<file path="config.mk">
export PLATFORM = sky130hd
export DESIGN_NAME = hello_debounce
export DESIGN_NICKNAME = d
export VERILOG_FILES = /design/src/rtl/hello_debounce.sv
export SDC_FILE = /design/constraint.sdc
export NUM_CORES = 1
export LEC_CHECK = 0
export ABC_CLOCK_PERIOD_IN_PS = 1750
export CORE_AREA = 2 2 39 41
export CTS_BUF_LIST = sky130_fd_sc_hd__clkbuf_16
export CTS_CLUSTER_SIZE = 12
export DETAILED_ROUTE_END_ITERATION = 8
export DIE_AREA = 0 0 41 43
export DONT_BUFFER_PORTS = 1
export PLACE_DENSITY = 0.69
export SLEW_MARGIN = 40
export SYNTH_ARGS = -nofsm -noshare
export SYNTH_HDL_FRONTEND = slang
export SYNTH_SLANG_ARGS = --single-unit
</file>
<file path="constraint.sdc">
create_clock -name clk -period 1.75 [get_ports clk]
set_input_delay 0.525 -clock clk [delete_from_list [all_inputs] [get_ports clk]]
set_output_delay 0.525 -clock clk [all_outputs]
set_load 0.1 [all_outputs]
</file>
<file path="src/rtl/hello_debounce.sv">
// Input conditioner for hello: synchronizes a raw asynchronous level and debounces it with a
// counter-qualified FSM. Define HELLO_DEBOUNCE_EDGE_EN to add the a_rise/a_fall pulse outputs.
module hello_debounce #(
    parameter int SYNC_STAGES     = 2,
    parameter int DEBOUNCE_CYCLES = 16,
    parameter int CNT_W           = 8
) (
    input  logic clk,
    input  logic rst,
    input  logic a_raw,
    output logic a_clean,
    output logic busy
`ifdef HELLO_DEBOUNCE_EDGE_EN
    ,
    output logic a_rise,
    output logic a_fall
`endif
);

    typedef enum logic [1:0] {
        STABLE_LO = 2'b00,
        WAIT_HI   = 2'b01,
        STABLE_HI = 2'b10,
        WAIT_LO   = 2'b11
    } state_t;

    localparam logic [CNT_W-1:0] CNT_LAST = CNT_W'(DEBOUNCE_CYCLES - 1);

    logic [SYNC_STAGES-1:0] sync_r;
    logic                   s_s;
    state_t                 state_r;
    state_t                 state_nxt_s;
    logic [CNT_W-1:0]       cnt_r;
    logic [CNT_W-1:0]       cnt_nxt_s;
    logic                   clean_nxt_s;
    logic                   busy_nxt_s;
    logic                   a_clean_r;
    logic                   busy_r;

    // Metastability synchronizer chain; only its last stage is used downstream.
    always_ff @(posedge clk or posedge rst) begin
        if (rst) begin
            sync_r <= '0;
        end else begin
            sync_r <= {sync_r[SYNC_STAGES-2:0], a_raw};
        end
    end

    assign s_s = sync_r[SYNC_STAGES-1];

    // FSM state and stability counter registers.
    always_ff @(posedge clk or posedge rst) begin
        if (rst) begin
            state_r <= STABLE_LO;
            cnt_r   <= '0;
        end else begin
            state_r <= state_nxt_s;
            cnt_r   <= cnt_nxt_s;
        end
    end

    // Next-state logic: a candidate level must hold DEBOUNCE_CYCLES samples after entry.
    always_comb begin
        state_nxt_s = state_r;
        cnt_nxt_s   = cnt_r;
        case (state_r)
            STABLE_LO: begin
                if (s_s) begin
                    state_nxt_s = WAIT_HI;
                    cnt_nxt_s   = '0;
                end else begin
                    state_nxt_s = STABLE_LO;
                end
            end
            WAIT_HI: begin
                if (!s_s) begin
                    state_nxt_s = STABLE_LO;
                    cnt_nxt_s   = '0;
                end else if (cnt_r == CNT_LAST) begin
                    state_nxt_s = STABLE_HI;
                end else begin
                    cnt_nxt_s = cnt_r + CNT_W'(1);
                end
            end
            STABLE_HI: begin
                if (!s_s) begin
                    state_nxt_s = WAIT_LO;
                    cnt_nxt_s   = '0;
                end else begin
                    state_nxt_s = STABLE_HI;
                end
            end
            WAIT_LO: begin
                if (s_s) begin
                    state_nxt_s = STABLE_HI;
                    cnt_nxt_s   = '0;
                end else if (cnt_r == CNT_LAST) begin
                    state_nxt_s = STABLE_LO;
                end else begin
                    cnt_nxt_s = cnt_r + CNT_W'(1);
                end
            end
            default: begin
                state_nxt_s = STABLE_LO;
                cnt_nxt_s   = '0;
            end
        endcase
    end

    // Outputs are decoded from the next state so they change on the same edge as the state.
    always_comb begin
        clean_nxt_s = (state_nxt_s == STABLE_HI) || (state_nxt_s == WAIT_LO);
        busy_nxt_s  = (state_nxt_s == WAIT_HI) || (state_nxt_s == WAIT_LO);
    end

    // Registered level outputs.
    always_ff @(posedge clk or posedge rst) begin
        if (rst) begin
            a_clean_r <= 1'b0;
            busy_r    <= 1'b0;
        end else begin
            a_clean_r <= clean_nxt_s;
            busy_r    <= busy_nxt_s;
        end
    end

    assign a_clean = a_clean_r;
    assign busy    = busy_r;

`ifdef HELLO_DEBOUNCE_EDGE_EN
    logic a_rise_r;
    logic a_fall_r;

    // Edge pulses coincide with the first cycle a_clean shows its new value.
    always_ff @(posedge clk or posedge rst) begin
        if (rst) begin
            a_rise_r <= 1'b0;
            a_fall_r <= 1'b0;
        end else begin
            a_rise_r <= clean_nxt_s & ~a_clean_r;
            a_fall_r <= ~clean_nxt_s & a_clean_r;
        end
    end

    assign a_rise = a_rise_r;
    assign a_fall = a_fall_r;
`endif

endmodule

</file>
==> impl.org <==
** Routing
- Summing over every cut layer, the via total after detailed routing is 469.
- Starting DRC count in detailed routing :: 15
- Vias per cell :: 5.937
- Remaining antenna violation count :: 0
- In the final routed layout, each cell accounts on average for about 15 um.
- Number of remaining DRC errors :: 0
- The final layout contains routed wiring with a total length of about 1200 um.
- The first detailed-routing pass ran for 4 iterations.

** Global routing
- The first global-routing pass estimated between 1500 and 2000 um of wire.
- Global routing finished with a remaining overflow of 0.
- In the global route stage, overall resource usage came out at between 10% and 20%.
- Entering global routing, the biggest net connects 14 pins.
- The number of antenna violations at the first check in global routing came to 0.
- Number of global-route vias before repair :: 414

** Synth
- Ranked by total cell area, the synthesized netlist is headed by sky130_fd_sc_hd__dfrtp_1, sky130_fd_sc_hd__a21oi_1, sky130_fd_sc_hd__a211oi_4.
- Share of the yosys chip area belonging to registers :: 51.08%
- Top cell type's share of synthesized area :: about half
- The mapped netlist covers 636.9 sq um.
- In this run, synthesis produced a sequential element count of 13.
- After technology mapping, the gate count stands at 56.
- Synthesis produced a netlist with a net count of 60.
- Syn Area/Cell :: ~11 sq um
- Warnings, synthesis :: 0
- Largest area contributor in the netlist :: sky130_fd_sc_hd__dfrtp_1
- Count of cell types in the netlist :: 29

** Pwr
- For this design the static power due to leakage is about 0.00034 uW.
- Sw Ratio :: approximately 20%
- Switching Power :: ~160 uW
- Power per cell area :: slightly above 1000 nW/um^2
- Worst IR Drop VDD :: between 0.0007 and 0.0008 V
- Share of power burned in combinational logic :: between 5 and 6%
- Sequential share of power :: about 40%
- Internal power comes to around 630 uW.
- Total power of the final layout :: just under 800 uW
- Per report_power, the clock group accounts for 53.4% of the total.

** Clocking
- At the later pin of the worst-skew pair, clock insertion delay measures ~0.24 ns.
- After clock tree synthesis, the setup repair step added 0 buffers.
- TritonCTS built the clock tree.
- CTS built an H-tree with a depth of 1.
- Buffers from clock root to sink, at most :: 2
- Clock tree synthesis selected as its root buffer the cell sky130_fd_sc_hd__clkbuf_16.
- CTS buffer count :: 3
- Hold repair after CTS inserted 0 buffers.
- Post-cts repair resize count :: 0
- Clock Sink Count :: 13
- After clock tree synthesis, the clock-pin slew on the worst setup and hold paths is roughly 0.040 ns.

** Place
- Once detailed placement completed, the half-perimeter wirelength came to around 790 um.
- # port buffers :: 0
- Gp weighted congestion :: approximately 0.79
- DP Cell Count :: 75

** STA
- Adding up every negative setup slack in the final design gives 0 ns.
- The hold violation total from the final report came to 0.
- Worst Tran Pin Value :: around 0.48 ns
- The tightest hold path in the finished design has a slack of between 0.15 and 0.2 ns.
- Setup repair after global routing left no endpoint under its margin.
- In the finished design, the share of the clock period the worst path needs comes to roughly 93%.
- Setup violations remaining at the end of the flow were counted as 0.
- For this run, the top clock speed supported by timing is 0.6142 GHz.
- Worst-case clock skew :: 0.003720 ns
- The worst path in the final design needs a cycle of 1.628 ns, including I/O delays and setup.
- Headroom to the max-slew limit came out at ~70%.
- Number of pins with negative max-slew slack in the final report :: 0

** Job
- Number of maximum-capacitance constraint violations :: 0

** Cells and area
- Post-route non-filler standard cell count :: 79
- Number of nets at the end of the flow :: 68
- Fill cell instance count of the final layout :: around 120
- The post-route netlist has a little under a third of its cells at a drive strength greater than 1.
- Summing all multi-input logic gate instances after layout gives about 300 sq um.
- # diodes :: 0
- Post-layout util :: 54.88%
- The sequential cells in the finished layout cover a total of between 300 and 400 sq um.
- Relative area change from synthesis to final layout :: 19.25%

** Floorplan
- The die is approximately 43 um tall.
- Die Wd :: 41 um
- The core region is 1384 sq um.
- The floorplan step defined a die boundary enclosing about 1800 sq um.
- Count of pins on the block boundary :: 5
- Starting density of the core :: 46.02%
- The floorplan has 14 rows.

** Setup path
- The worst setup path is of the flip-flop to flip-flop kind.
- Worst EP required :: 1.91 ns
- Largest fanout on the critical path :: 7
- STA classifies the critical path startpoint as a flip-flop.
- Arr. time, crit path :: approximately 1.8 ns
- The worst setup path is captured at a flip-flop.

** Hold path
- Class of the most critical hold timing path :: input port to async pin

** Run status
- Result of the run :: finished clean
state kept, by name (all words and copies together), names as in the netlist:
name     count
busy         1
state_r      1
a_clean      1
sync_r       2
cnt_r        8
cells in the final DEF (no fill, tap or decap), types with 3 or more instances in the layout:
cell type,Yosys,routed
sky130_fd_sc_hd__a21oi_1,5,5
sky130_fd_sc_hd__buf_4,0,3
sky130_fd_sc_hd__clkbuf_16,0,3
sky130_fd_sc_hd__dfrtp_1,13,12
sky130_fd_sc_hd__inv_1,3,4
sky130_fd_sc_hd__o21ai_0,4,4
sky130_fd_sc_hd__o21ai_1,3,3
critical path: stages (launching register included):
cell and delay, ns:
sky130_fd_sc_hd__dfrtp_1 0.41, sky130_fd_sc_hd__ha_1 0.26, sky130_fd_sc_hd__and4b_4 0.22, sky130_fd_sc_hd__a211oi_4 0.33
sky130_fd_sc_hd__a41oi_1 0.17, sky130_fd_sc_hd__a31oi_1 0.16
worst paths after layout:
| kind | start | end | slack, ns | depth (start not counted) |
|---|---|---|---|---|
| setup reg to reg | cnt_r[0]$_DFFE_PP0P_ | cnt_r[7]$_DFFE_PP0P_ | 0.12 | 5 |
| max in group asynchronous | rst | a_clean$_DFF_PP0_ | 1.21 | 1 |
| setup / recovery | cnt_r[0]$_DFFE_PP0P_ | cnt_r[7]$_DFFE_PP0P_ | 0.12 | 5 |
| hold reg to reg | sync_r[0]$_DFF_PP0_ | sync_r[1]$_DFF_PP0_ | 0.36 | 0 |
| hold / removal | rst | sync_r[1]$_DFF_PP0_ | 0.19 | 1 |
| min in group clk | a_raw | sync_r[0]$_DFF_PP0_ | 0.31 | 0 |
metrics by stage:
stage	instance area (sq um)	setup WS, ns
6_report	759.5	0.1219
5_1_grt	759.5	0.02058
4_1_cts	759.5	0.1374
3_5_place_dp	680.7	0.1354
3_3_place_gp	680.7	0.2190
2_1_floorplan	638.1	0.1048
cells by family (layout without fill, tap and decap cells):
kind of cell	count (synthesis)	count (layout)	synth area share [%]
DFF	13	13	51.08
muxes	2	2	4.125
adders and majority gates	1	1	1.964
xor gates and xnor gates	1	1	2.555
AOI/OAI and AO/OA	21	21	22.99
buffers and inverters	4	11	2.357
and+or+nand+nor	14	14	14.93
synth_stat cells:
cell / n
sky130_fd_sc_hd__dfrtp_1: 13
sky130_fd_sc_hd__a21oi_1: 5
sky130_fd_sc_hd__o21ai_0: 4
sky130_fd_sc_hd__inv_1: 3
sky130_fd_sc_hd__o21ai_1: 3
sky130_fd_sc_hd__a31oi_1: 2
sky130_fd_sc_hd__a41oi_1: 2
sky130_fd_sc_hd__nand2_1: 2
sky130_fd_sc_hd__nor2_1: 2
sky130_fd_sc_hd__a211oi_4: 1
sky130_fd_sc_hd__a21o_1: 1
sky130_fd_sc_hd__a22o_2: 1
sky130_fd_sc_hd__a32o_1: 1
sky130_fd_sc_hd__and2_4: 1
sky130_fd_sc_hd__and3_1: 1
sky130_fd_sc_hd__and3_2: 1
sky130_fd_sc_hd__and4b_4: 1
sky130_fd_sc_hd__ha_1: 1
sky130_fd_sc_hd__inv_2: 1
sky130_fd_sc_hd__mux2_2: 1
sky130_fd_sc_hd__mux2_4: 1
sky130_fd_sc_hd__nand2_2: 1
sky130_fd_sc_hd__nand2b_2: 1
sky130_fd_sc_hd__nand3_1: 1
sky130_fd_sc_hd__nand4_1: 1
sky130_fd_sc_hd__nor3_2: 1
sky130_fd_sc_hd__nor3b_1: 1
sky130_fd_sc_hd__o2bb2ai_1: 1
sky130_fd_sc_hd__xnor2_2: 1
metal layers:
| layer | vias to the layer above | part of all wire [%] | GRT usage (%) |
|---|---|---|---|
| met5 | - | 0 | 0 |
| met3 | 3 | 6.1 | 6.283 |
| met2 | 22 | 47 | 23.75 |
| met1 | 217 | 45 | 23.34 |
| met4 | 0 | 2.4 | 10.00 |
| li1 | 227 | - | - |
cell type report:
cell class | count | share of cell area (%)
clock inverters | 1 | 0.4942
repair buffers | 3 | 2.965
flip-flops and latches | 13 | 43.00
multi-input cells | 39 | 39.04
inverters | 4 | 1.977
clock buffers | 3 | 9.885
well taps | 16 | 2.636
power groups by stage:
stage	combinational (uW)	clock (uW)	sequential (uW)
floorplan	29.5	0	330
global placement	46.5	0	322
detailed placement	46.4	0	323
CTS	46.9	426	319
global route	52.3	440	320
finish	46.7	421	320
No activity file was read; power rests on OpenSTA's default activity.
